**src/rtl/dma_addr_datapath.sv**
```systemverilog
// dma_addr_datapath: register and counter datapath of the DMA address generator.
// Holds the control register (CR), address register (AR), word register (WR),
// address counter (AC) and word counter (WC), and is driven by the decoder strobes.
//
// Ports:
//   clk, rst_n                 clock, asynchronous active-low reset
//   PLCR, PLAR, PLWR           load CR (D_IN[2:0]), AR, WR from D_IN
//   SELA, PLAC, ENA, INCA, DECA        address counter source / load / count controls
//   SELW, PLWC, RESW, ENW, INCW, DECW  word counter source / load / clear / count controls
//   SELDATA, OEDATA            read-back select and output enable
//   CEN                        external count enable qualifying ENA and ENW
//   D_IN                       data bus input
//   A                          memory address (address counter)
//   D_OUT, D_OE                read-back data and valid
//   DONE                       transfer complete, selected by CR[1:0]
//   CR_Q                       control register, fed back to the decoder
module dma_addr_datapath #(
    parameter int unsigned WIDTH = 8
) (
    input  logic             clk,
    input  logic             rst_n,
    input  logic             PLCR,
    input  logic             PLAR,
    input  logic             PLWR,
    input  logic             SELA,
    input  logic             SELW,
    input  logic             PLAC,
    input  logic             ENA,
    input  logic             INCA,
    input  logic             DECA,
    input  logic             PLWC,
    input  logic             RESW,
    input  logic             ENW,
    input  logic             INCW,
    input  logic             DECW,
    input  logic [1:0]       SELDATA,
    input  logic             OEDATA,
    input  logic             CEN,
    input  logic [WIDTH-1:0] D_IN,
    output logic [WIDTH-1:0] A,
    output logic [WIDTH-1:0] D_OUT,
    output logic             D_OE,
    output logic             DONE,
    output logic [2:0]       CR_Q
);

    localparam logic [WIDTH-1:0] OneW = WIDTH'(1);

    logic [2:0]       cr_q, cr_d;
    logic [WIDTH-1:0] ar_q, ar_d;
    logic [WIDTH-1:0] wr_q, wr_d;
    logic [WIDTH-1:0] ac_q, ac_d;
    logic [WIDTH-1:0] wc_q, wc_d;

    // Count only when exactly one direction is asserted; both or neither holds.
    logic ac_inc, ac_dec, wc_inc, wc_dec;
    assign ac_inc = ENA && CEN && INCA && !DECA;
    assign ac_dec = ENA && CEN && DECA && !INCA;
    assign wc_inc = ENW && CEN && INCW && !DECW;
    assign wc_dec = ENW && CEN && DECW && !INCW;

    // Counter loads from AR/WR read the registered (pre-edge) value.
    always_comb begin
        cr_d = cr_q;
        ar_d = ar_q;
        wr_d = wr_q;
        ac_d = ac_q;
        wc_d = wc_q;

        if (PLCR) cr_d = D_IN[2:0];
        if (PLAR) ar_d = D_IN;
        if (PLWR) wr_d = D_IN;

        if (PLAC)        ac_d = SELA ? ar_q : D_IN;
        else if (ac_inc) ac_d = ac_q + OneW;
        else if (ac_dec) ac_d = ac_q - OneW;

        if (RESW)        wc_d = '0;
        else if (PLWC)   wc_d = SELW ? wr_q : D_IN;
        else if (wc_inc) wc_d = wc_q + OneW;
        else if (wc_dec) wc_d = wc_q - OneW;
    end

    always_ff @(posedge clk or negedge rst_n) begin
        if (!rst_n) begin
            cr_q <= '0;
            ar_q <= '0;
            wr_q <= '0;
            ac_q <= '0;
            wc_q <= '0;
        end else begin
            cr_q <= cr_d;
            ar_q <= ar_d;
            wr_q <= wr_d;
            ac_q <= ac_d;
            wc_q <= wc_d;
        end
    end

    always_comb begin
        DONE = 1'b0;
        unique case (cr_q[1:0])
            2'b00: DONE = (wc_q == OneW);
            2'b01: DONE = (wc_q == wr_q);
            2'b10: DONE = (ac_q == wr_q);
            2'b11: DONE = (wc_q == '0);
            default: DONE = 1'b0;
        endcase
    end

    always_comb begin
        D_OUT = '0;
        if (OEDATA) begin
            case (SELDATA)
                2'b00:   D_OUT = ac_q;
                2'b01:   D_OUT = wc_q;
                default: D_OUT = {{(WIDTH-3){1'b1}}, cr_q};
            endcase
        end
    end

    assign A    = ac_q;
    assign D_OE = OEDATA;
    assign CR_Q = cr_q;

endmodule

```
**config.mk**
```make
export PLATFORM = sky130hd
export DESIGN_NAME = dma_addr_datapath
export DESIGN_NICKNAME = d
export VERILOG_FILES = /design/src/rtl/dma_addr_datapath.sv
export SDC_FILE = /design/constraint.sdc
export NUM_CORES = 1
export LEC_CHECK = 0
export BUFFER_PORTS_ARGS = -buffer_cell sky130_fd_sc_hd__buf_4
export CORE_UTILIZATION = 35
export CTS_BUF_LIST = sky130_fd_sc_hd__clkbuf_2 sky130_fd_sc_hd__clkbuf_4 sky130_fd_sc_hd__clkbuf_8
export DETAILED_ROUTE_END_ITERATION = 10
export HOLD_SLACK_MARGIN = 0.1
export PLACE_DENSITY = 0.58
export SYNTH_ARGS = -nofsm -noshare
export SYNTH_HDL_FRONTEND = slang
export SYNTH_SLANG_ARGS = --single-unit
export TNS_END_PERCENT = 1
```
**constraint.sdc**
```tcl
create_clock -name clk -period 1.8 [get_ports clk]
set_input_delay 0.09 -clock clk [delete_from_list [all_inputs] [get_ports clk]]
set_output_delay 0.09 -clock clk [all_outputs]
set_load 0.01 [all_outputs]
```
# Yosys cells after proc, flatten, opt, wreduce, memory -nomap -nowiden

Cells that the tools add are included.

Word-level logic and storage cells: 47
Output and inout port bits: 21
Register bits: 35
Bits of input ports: 28

Equality and inequality tests: 7
Reduce and logical (&&, ||, !) cells: 19
$add $sub $neg: 4
Multiplexer cells: 12

Operator list:

| kind                | count |
|---|---|
| $mux 8              | 10 |
| $add 8x1->8 const B | 2 |
| $eq 8x8->1          | 2 |
| $pmux 8 s2          | 1 |
| $sub 8x1->8 const B | 2 |
| $logic_and 1x1->1   | 10 |
| $eq 8x1->1 const B  | 1 |
| $logic_not 8->1     | 1 |
| $eq 2x1->1 const B  | 2 |
| $eq 2x2->1 const B  | 2 |
| $logic_not 1->1     | 4 |
| $logic_not 2->1     | 2 |
| $pmux 1 s4          | 1 |
| $reduce_bool 4->1   | 1 |
| $reduce_bool 3->1   | 1 |

# Logic depth before layout (Yosys ltp)

Gate-level depths: netlist of the first run.

Word-level depth: 7
Mapped depth: 9
Mapped depth without buffers: 8

# Worst setup path before layout of the first run

No wires, ideal clock.

Path type: reg-to-output
Start point: reg cr_q[0], in the netlist CR_Q[0]
End point: out DONE
Cell stages (with the launch flop): 10
Arrival: 2.033 ns
Required time: 1.710 ns
Buffers on the path: 1
Setup slack: -0.323 ns
Cell sequence: dfrtp_1 -> inv_1 -> ha_1 -> clkbuf_1 -> mux2i_1 -> xor2_1 -> nand4_1 -> nor3_1 -> a31oi_1 -> o21ai_0

Cells in the longest elaborated chain, start to end: 2
Elaborated cells on any way between the ends: 5
Those cells by class: 3 x eq/ne; 1 x mux; 1 x reduce/logical

Ends and longest elaborated chain:

| what                                     | line | source |
|---|---|---|
| start, declared                          | 49   | `logic [2:0] cr_q, cr_d;` |
| start signal, assigned                   | 92   | `cr_q <= cr_d;` |
| $eq 2x2->1, or another cell as far along | 102  | `unique case (cr_q[1:0])` |
| $pmux 1 s4 *                             | 102  |  |
| end, declared                            | 43   | `output logic DONE,` |

Mark *: on every way between the ends. The rest lies on a longest branch, timed or not.

# Final worst setup path of the first run

Ends and elaborated chain as after synthesis.

==> results of run 1 <==
-- layout by cell type, fill, tap and decap left out, drive strengths merged, types with 5 or more instances in the layout --
master,n
dlygate4sd3,13
buf,90
nand2,23
xor2,13
and2,5
nand3,7
mux2,27
xnor2,7
a21oi,18
mux2i,25
nor2,17
o21a,7
ha,14
a211oi,7
clkbuf,6
inv,6
dfrtp,35
o21ai,13
-- report_power, final --
group,total (mW),switching (mW),internal [mW]
clock,0.860,0.291,0.569
combinational,1.07,0.503,0.571
sequential,0.961,0.0869,0.874
-- cell usage after synthesis (2+ instances only) --
| cell type | n |
|---|---|
| o21a_1 | 7 |
| nand4b_1 | 3 |
| and2_1 | 5 |
| o22ai_1 | 2 |
| nand2_1 | 23 |
| clkbuf_1 | 15 |
| a21oi_1 | 18 |
| nand4_1 | 3 |
| nor2_1 | 17 |
| buf_4 | 2 |
| a21o_1 | 3 |
| mux2_2 | 26 |
| mux2i_1 | 25 |
| inv_1 | 6 |
| dfrtp_1 | 35 |
| a211oi_1 | 6 |
| nand3_1 | 7 |
| o21ai_1 | 3 |
| a22oi_1 | 2 |
| xor2_1 | 13 |
| a31oi_1 | 2 |
| xnor2_1 | 7 |
| o21ai_0 | 10 |
| nor3_1 | 3 |
| ha_1 | 14 |
-- flip-flops by register name (all words and copies together) (netlist names) --
signal,count
CR_Q,3
ar_q,8
wr_q,8
wc_q,8
A,8
-- per-stage QoR --
stage | setup TNS [ps] | power, mW | setup slack, ps
final | -608.8 | 2.895 | -344.6
after detailed placement | -1057 | 1.977 | -259.0
after global routing | -1231 | 3.066 | -486.5
after CTS | -634.5 | 2.893 | -347.2
after global placement | -833.2 | 1.968 | -208.1
after floorplan | -589.9 | 1.521 | -254.7
-- path summary, 6_finish.rpt --
check | start | to | slack (ps) | cells after the start
min in group asynchronous | rst_n | CR_Q[0] | 300 | 2
worst max register to register | wc_q[4] | wc_q[7] | -140 | 6
worst min-delay path | PLWC | wc_q[7] | 130 | 2
worst min register to register | ar_q[1] | ar_q[1] | 510 | 1
max in group asynchronous | rst_n | wc_q[0] | 1150 | 2
worst max-delay path | CR_Q[0] | DONE | -340 | 10
-- per-layer routing --
layer	vias up	wire length, um	GRT usage
met5	-	0	0
met4	0	113	0.07038
met3	11	357	0.02262
met2	70	3230	0.2993
met1	1061	3521	0.2779
li1	1147	-	-
-- worst register-to-register path, cell delays in order (launching register included) --
cell and delay, ps:
dfrtp_1 430, or4_4 560, nor4b_2 270, o21bai_1 120, xnor2_1 220, nor2_1 90, a211oi_2 180
-- cell type report --
class,instances,share of cell area
inverters,6,0.006156
clock buffers,6,0.02086
repair buffers,103,0.2237
clock inverters,2,0.01642
well taps,99,0.03386
flip-flops and latches,35,0.2404
multi-input cells,213,0.4586
-- logic make-up after synthesis --
logic type | count (synthesis) | synth area share
flops | 35 | 0.3370
mux | 52 | 0.2133
fa+ha+maj | 15 | 0.07511
simple gates | 68 | 0.1305
compound gates | 58 | 0.1391
xor+xnor | 20 | 0.06741
buf+inv | 24 | 0.03755
-- timing repair --
action	CTS	global route
setup endpoints to repair	6	9
pin swaps	10	6
hold endpoints to repair	64	0
buffers inserted	1	2
hold buffers	13	0
resized for setup	11	6
cloned	0	0
==> summary.md, run 1 <==
| Metric | Value |
|---|---|
| Chip height | `88.17 um` |
| GRT overflow | `0` |
| Final instance area | `3659 sq um` |
| CTS max path bufs | `2` |
| Post-synthesis async set-or-reset flop share | `1.000` |
| Vias/cell | `4.933` |
| RSZ-0062 raised after global routing | `true` |
| Synth-to-Final Area Change | `40.78%` |
| Peak VDD IR | `0.4575 mV` |
| FF+latch area | `about 880 sq um` |
| Net count after synthesis | `approximately 320` |
| Fin crit share | `1.191` |
| Fmax | `approximately 0.47 GHz` |
| CP top delay family | `flip-flops` |
| Leakage power | `1.645 nW` |
| Area of the multi-input gates | `between 1500 and 2000 sq um` |
| Synth area leaders | `dfrtp_1, mux2_2, mux2i_1` |
| Cell Pwr Density | `791.3 nW/um^2` |
| Wirelength per Cell | `around 16 um` |
| Fraction of layout instances using a drive strength above 1 | `0.3918` |
| Post-Place Cells | `441` |
| Port buffer count | `48` |
| Fin Clk Skew | `6.071 ps` |
| Final HPWL DP | `5515 um` |
| Slowest CP cell | `dfrtp_1` |
| Status | `finished with violations` |
| Vias in the first global route | `2200` |
| CTS tree | `built` |
| Die area | `approximately 8000 sq um` |
| Final-stage net count | `407` |
| Final hold viol count | `0` |
| Number of cell rows | `31` |
| Failing checks | `setup timing` |
| Fin. max-slew vios | `0` |
| Largest net degree at the start of global routing | `36` |
| Critical path's largest stage delay | `slightly below 400 ps` |
| Crit Path Class | `flop to output pin` |
| Endpoint type of the worst setup path | `output pin` |
| Detailed-route DRC error count | `0` |
| Final setup fails | `4` |
| Critical path cell sequence | `inv_2 > ha_4 > buf_12 > mux2i_1 > xor2_1 > nand3_1 > nor3_2 > a31oi_1 > o21ai_1 > buf_4` |
| Antenna violations before repair | `0` |
| Distinct cells, synth | `40` |
| Final std cells w/o fill | `464` |
| Critical Path AT | `2050 ps` |
| Layout fillers | `~700` |
| Later-pin clock latency in the skew report | `290 ps` |
| TritonCTS Buffers | `5` |
| I/O pin count | `49` |
| Number of synthesized flops with an enable pin | `0` |
| Setup ws final | `-344.6 ps` |
| Mean area per synthesized cell | `9.554 sq um` |
| Yosys warnings | `0` |
| Fin util | `0.5071` |
| Width of the die | `88.17 um` |
| Ys flop type | `dfrtp_1` |
| Synthesized instance count | `272` |
| Core Area | `7214 sq um` |
| Critical Path Source Type | `flop` |
| WHS | `127.7 ps` |
| Starting Density | `0.3602` |
| Clock slew seen by the registers of the worst setup and hold paths | `70 ps` |
| CP Data Required Time | `1710 ps` |
| Via count | `2289` |
| Placed inst area | `~3300 sq um` |
| Sequential fraction of the synthesis area | `0.3370` |
| Initial drt markers | `between 100 and 150` |
| Sink Count | `35` |
| Max_slew headroom | `0.6949` |
| Seq cells post-synth | `35` |
| Leading area contributor after synthesis | `dfrtp_1` |
| Max-cap violation count | `0` |
| Number of diodes | `0` |
| Gr usage total | `0.1937` |
| Root Driver | `clkbuf_8` |
| Crit path max fanout | `6` |
| Worst-margin pin slew | `approximately 460 ps` |
| Post-synth top area share | `0.3370` |
| First-pass GRT wire length | `11300 um` |
| Synth Cell Area | `about 2600 sq um` |
| Remaining antenna violation count | `0` |
| Pre-antenna DRT Iters | `4` |
| H-tree lvl count | `2` |
| WP buf/inv | `3` |
| Routed WL | `7223 um` |
| Minimum clock period | `2145 ps` |
| Final GP Congestion | `0.8798` |
| Hold WC Path Type | `input pin to flop` |
Note: power is estimated with default switching activity, not from simulation.
==> run 2, diff against run 1 <==
Settings changed: CORE_UTILIZATION 35 to 45, PLACE_DENSITY 0.58 to 0.68.
Clock period 1.8 ns to 2.2 ns, I/O delays scaled along.
==> summary.md, run 2 (synthesis results as in run 1) <==
| Metric | Value |
|---|---|
| Status | `completed` |
| Max_slew headroom | `0.7014` |
| Die area | `6083 sq um` |
| Initial drt markers | `about 130` |
| Met3 WL post-DR | `~300 um` |
| WP buf/inv | `3` |
| Metal2 WL | `2974 um` |
| Hold WC Path Type | `input pin to flop` |
| Setup ws final | `38.99 ps` |
| Fraction of layout instances using a drive strength above 1 | `0.3225` |
| Final hold viol count | `0` |
| WHS | `around 130 ps` |
| Synth-to-Final Area Change | `30.00%` |
| Fin crit share | `0.9823` |
| Routed WL | `6608 um` |
| Fin. max-slew vios | `0` |
| Number of cell rows | `27` |
| Port buffer count | `48` |
| Setup tns final | `0 ps` |
| Chip height | `78.00 um` |
| GRT overflow | `0` |
| Commonest non-fill, non-tap cell in the layout | `buf_4` |
| FF+latch area | `~900 sq um` |
| H-tree lvl count | `2` |
| Placed inst area | `3077 sq um` |
| Cell Pwr Density | `604.9 nW/um^2` |
| Final HPWL DP | `4957 um` |
| Critical Path Stages | `10` |
| Detailed-route DRC error count | `0` |
| Critical path cell sequence | `inv_2 > ha_4 > buf_12 > mux2i_2 > xor2_1 > nand4_1 > nor3_2 > a31oi_1 > o21ai_1 > buf_4` |
| Hold Crit Depth | `2` |
| Largest net degree at the start of global routing | `36` |
| Slowest CP cell | `dfrtp_1` |
| Most frequent cells in the layout | `buf_4, dfrtp_1, mux2_2, nand2_1, mux2i_1` |
| Metal-1 WL | `approximately 3300 um` |
| Wirelength per Cell | `16.12 um` |
| I/O pin count | `49` |
| Core Area | `5540 sq um` |
| Critical path's largest stage delay | `400 ps` |
| Pre-CTS setup slack | `-138.0 ps` |
| CTS max path bufs | `2` |
| Worst r2r path cells | `7` |
| Starting Density | `0.4691` |
| Final setup fails | `0` |
| Vias in the first global route | `2086` |
| Fin Clk Skew | `between 6 and 7 ps` |
| Critical Path Source Type | `flop` |
| Vias/cell | `between 5 and 6` |
| Crit path max fanout | `8` |
| Number of diodes | `0` |
| Final instance area | `around 3400 sq um` |
| Max Used Layer | `met4` |
| Min-delay src | `PLWC` |
| Remaining antenna violation count | `0` |
| Minimum clock period | `2161 ps` |
| CP top delay family | `flip-flops` |
| Critical path launch point | `CR_Q[0]` |
| Leakage power | `1.497 nW` |
| Clock slew seen by the registers of the worst setup and hold paths | `roughly 70 ps` |
| Pre-antenna DRT Iters | `4` |
| Final GP Congestion | `0.8696` |
| First-pass GRT wire length | `10760 um` |
| Crit Path Class | `flop to output pin` |
| TritonCTS Buffers | `5` |
| Worst-margin pin slew | `447.9 ps` |
| CP Data Required Time | `2090 ps` |
| Area of the multi-input gates | `1684 sq um` |
| CTS tree | `built` |
| Sink Count | `35` |
| Gr usage total | `0.2312` |
| Later-pin clock latency in the skew report | `about 290 ps` |
| Endpoint type of the worst setup path | `output pin` |
| Root Driver | `clkbuf_8` |
| Layout fillers | `approximately 500` |
| Max-cap violation count | `0` |
| Peak VDD IR | `0.3812 mV` |
| Final-stage net count | `380` |
| Critical Path AT | `2050 ps` |
| Antenna violations before repair | `0` |
| Fmax | `0.4627 GHz` |
| RSZ-0062 raised after global routing | `true` |
| Via count | `2190` |
| Width of the die | `78.00 um` |
| R2R Path Start | `A[1]` |
-- run 2: cell types whose count changed in the layout (fill, tap and decap cells not counted) --
| cell | change |
|---|---|
| a21oi_1 | +3 |
| a21oi_2 | -3 |
| buf_4 | -27 |
| bufinv_16 | -2 |
| clkinv_2 | +1 |
| clkinvlp_4 | +1 |
| dfrtp_1 | +2 |
| dfrtp_2 | -2 |
| fa_1 | +1 |
| fa_2 | -1 |
| mux2i_2 | -3 |
| mux2i_4 | +3 |
| o22ai_1 | +1 |
| o22ai_2 | -1 |
-- run 2: per-layer routing --
metal | vias up | GRT usage
met1 | 1035 | 0.3309
met5 | - | 0
met2 | 54 | 0.3611
li1 | 1096 | -
met3 | 5 | 0.03529
met4 | 0 | 0.06667
-- run 2: cell type report --
| class | instances | share of cell area |
|---|---|---|
| clock buffers | 6 | 0.02259 |
| clock inverters | 2 | 0.003704 |
| repair buffers | 76 | 0.1822 |
| flip-flops and latches | 35 | 0.2596 |
| inverters | 6 | 0.006667 |
| multi-input cells | 213 | 0.4985 |
| well taps | 72 | 0.02667 |
-- run 2: where the power goes --
| group | internal (mW) | switching (mW) |
|---|---|---|
| clock | 0.233 | 0.239 |
| combinational | 0.400 | 0.363 |
| sequential | 0.714 | 0.0945 |
| total | 1.35 | 0.696 |
-- run 2: timing repair --
item	CTS	global route
resized for setup	11	2
hold endpoints to repair	61	0
hold buffers	13	0
pin swaps	2	6
buffers inserted	2	1
endpoints found under the setup margin	1	1
-- run 2: worst paths after layout --
| path | endpoint | slack, ps |
|---|---|---|
| worst max-delay path | DONE | 40 |
| worst min-delay path | wc_q[7] | 130 |
| worst max register to register | A[7] | 190 |
| worst min register to register | ar_q[2] | 510 |
| max in group asynchronous | CR_Q[1] | 1560 |
| min in group asynchronous | A[3] | 310 |
-- run 2: stage by stage --
stage | cells | util | power (mW)
after floorplan | 272 | - | 1.244
after global placement | 386 | 0.5553 | 1.509
after detailed placement | 386 | 0.5553 | 1.518
after CTS | 409 | 0.6061 | 2.044
after global routing | 410 | 0.6098 | 2.168
final | 410 | 0.6098 | 2.044
==> run 3, diff against run 2 <==
Settings changed: SETUP_SLACK_MARGIN set to 0.1.
==> summary.md, run 3 (synthesis results as in run 1) <==
| Metric | Value |
|---|---|
| Clock slew seen by the registers of the worst setup and hold paths | `70 ps` |
| Number of diodes | `0` |
| Fin. max-slew vios | `0` |
| Fmax | `0.4603 GHz` |
| Number of cell rows | `27` |
| Max_slew headroom | `0.6737` |
| I/O pin count | `49` |
| Final HPWL DP | `approximately 4900 um` |
| Cell Pwr Density | `667.9 nW/um^2` |
| Die area | `around 6000 sq um` |
| Peak VDD IR | `0.6560 mV` |
| TritonCTS Buffers | `5` |
| Wirelength per Cell | `16.12 um` |
| Vias/cell | `5.446` |
| Critical path's largest stage delay | `390 ps` |
| Critical path cell sequence | `inv_2 > ha_4 > buf_6 > mux2i_2 > xor2_1 > nand3_1 > nor3_2 > a31oi_1 > o21ai_1 > buf_4` |
| RSZ-0062 raised after global routing | `true` |
| Chip height | `78.00 um` |
| Minimum clock period | `2172 ps` |
| Remaining antenna violation count | `0` |
| CTS tree | `built` |
| Pre-antenna DRT Iters | `4` |
| CP top delay family | `flip-flops` |
| Setup tns final | `0 ps` |
| First-pass GRT wire length | `10720 um` |
| H-tree lvl count | `2` |
| Critical Path Stages | `10` |
| Fin util | `0.6077` |
| Final GP Congestion | `0.8506` |
| Final hold viol count | `0` |
| Critical Path AT | `2060 ps` |
| Synth-to-Final Area Change | `29.56%` |
| Vias in the first global route | `roughly 2100` |
| Most frequent cells in the layout | `buf_4, dfrtp_1, mux2_2, nand2_1, mux2i_1` |
| Setup crit end | `DONE` |
| Crit path max fanout | `5` |
| Final setup fails | `0` |
| CTS max path bufs | `2` |
| Fraction of layout instances using a drive strength above 1 | `0.3174` |
| Final std cells w/o fill | `406` |
| Sink Count | `35` |
| Hold WC Path Type | `input pin to flop` |
| Reg-to-Reg End | `A[4]` |
| WP buf/inv | `3` |
| Status | `completed` |
| Commonest non-fill, non-tap cell in the layout | `buf_4` |
| Overall Power | `~2.2 mW` |
| Final instance area | `approximately 3400 sq um` |
| Starting Density | `0.4691` |
| Placed inst area | `3064 sq um` |
| Critical Path Source Type | `flop` |
| Later-pin clock latency in the skew report | `290 ps` |
| Fin crit share | `0.9874` |
| Endpoint type of the worst setup path | `output pin` |
| Gr usage total | `0.2313` |
| Antenna violations before repair | `0` |
| Crit Path Class | `flop to output pin` |
| Max-cap violation count | `0` |
| Critical path launch point | `CR_Q[0]` |
| Largest net degree at the start of global routing | `36` |
| CP Data Required Time | `2090 ps` |
| Slowest CP cell | `dfrtp_1` |
| Min-delay src | `D_IN[1]` |
| Initial drt markers | `134` |
| WHS | `117.8 ps` |
| Final-stage net count | `376` |
| Post-Place Cells | `386` |
| Width of the die | `78.00 um` |
| Worst r2r path cells | `7` |
| R2r setup slk | `240 ps` |
| Pre-CTS setup slack | `roughly 11 ps` |
| Via count | `2211` |
| R2R Path Start | `A[1]` |
| Setup ws final | `27.70 ps` |
| Routed WL | `around 6500 um` |
| Leakage power | `1.501 nW` |
| Detailed-route DRC error count | `0` |
| GRT overflow | `0` |
| Root Driver | `clkbuf_8` |
| Core Area | `5540 sq um` |
| Worst-margin pin slew | `roughly 500 ps` |
| Fin Clk Skew | `~3 ps` |
| Port buffer count | `48` |
-- run 3: final cells by class --
type                            instances  area [sq um]
Clock buffer                            6         76.32
Sequential cell                        35         875.8
Timing Repair Buffer                   72         575.6
Clock inverter                          2         60.06
Multi-Input combinational cell        213          1667
Inverter                                6         22.52
Tap cell                               72         90.09
Fill cell                             504          2173
-- run 3: worst min-delay path by stage --
stage | endpoint | cells after the start
CTS | A[1] | 2
global placement | A[4] | 1
global route | ar_q[1] | 2
finish | wr_q[1] | 2
floorplan | A[0] | 0
detailed placement | A[4] | 1
-- run 3: metal layers --
metal / global-route usage / vias up / wire length [um] / share of wire
met2: 0.3593 / 62 / 2834 / 0.43
met4: 0.05000 / 0 / 58 / 0.0089
met3: 0.02941 / 7 / 298 / 0.046
met1: 0.3430 / 1051 / 3353 / 0.51
met5: 0 / - / 0 / 0
li1: - / 1091 / - / -
-- run 3: worst register-to-register path, delay by kind of cell, from the launching register on --
kind / cells / cell delay [ps]
xor+xnor: 1 / 170
fa+ha+maj: 1 / 460
flops: 1 / 460
compound gates: 4 / 680
simple gates: 1 / 70
-- run 3: report_power, final --
group,total (mW),leakage [nW],switching (mW),internal (mW)
Combinational,0.748,1.01,0.361,0.388
Clock,0.694,0.0688,0.228,0.465
Sequential,0.807,0.419,0.0931,0.714
-- run 3: what timing repair did --
item / CTS / global route
hold endpoints to repair: 55 / 0
endpoints found under the setup margin: 1 / 1
setup buffers: 1 / 0
resized for setup: 9 / 3
pin swaps: 5 / 3
hold buffers: 11 / 0
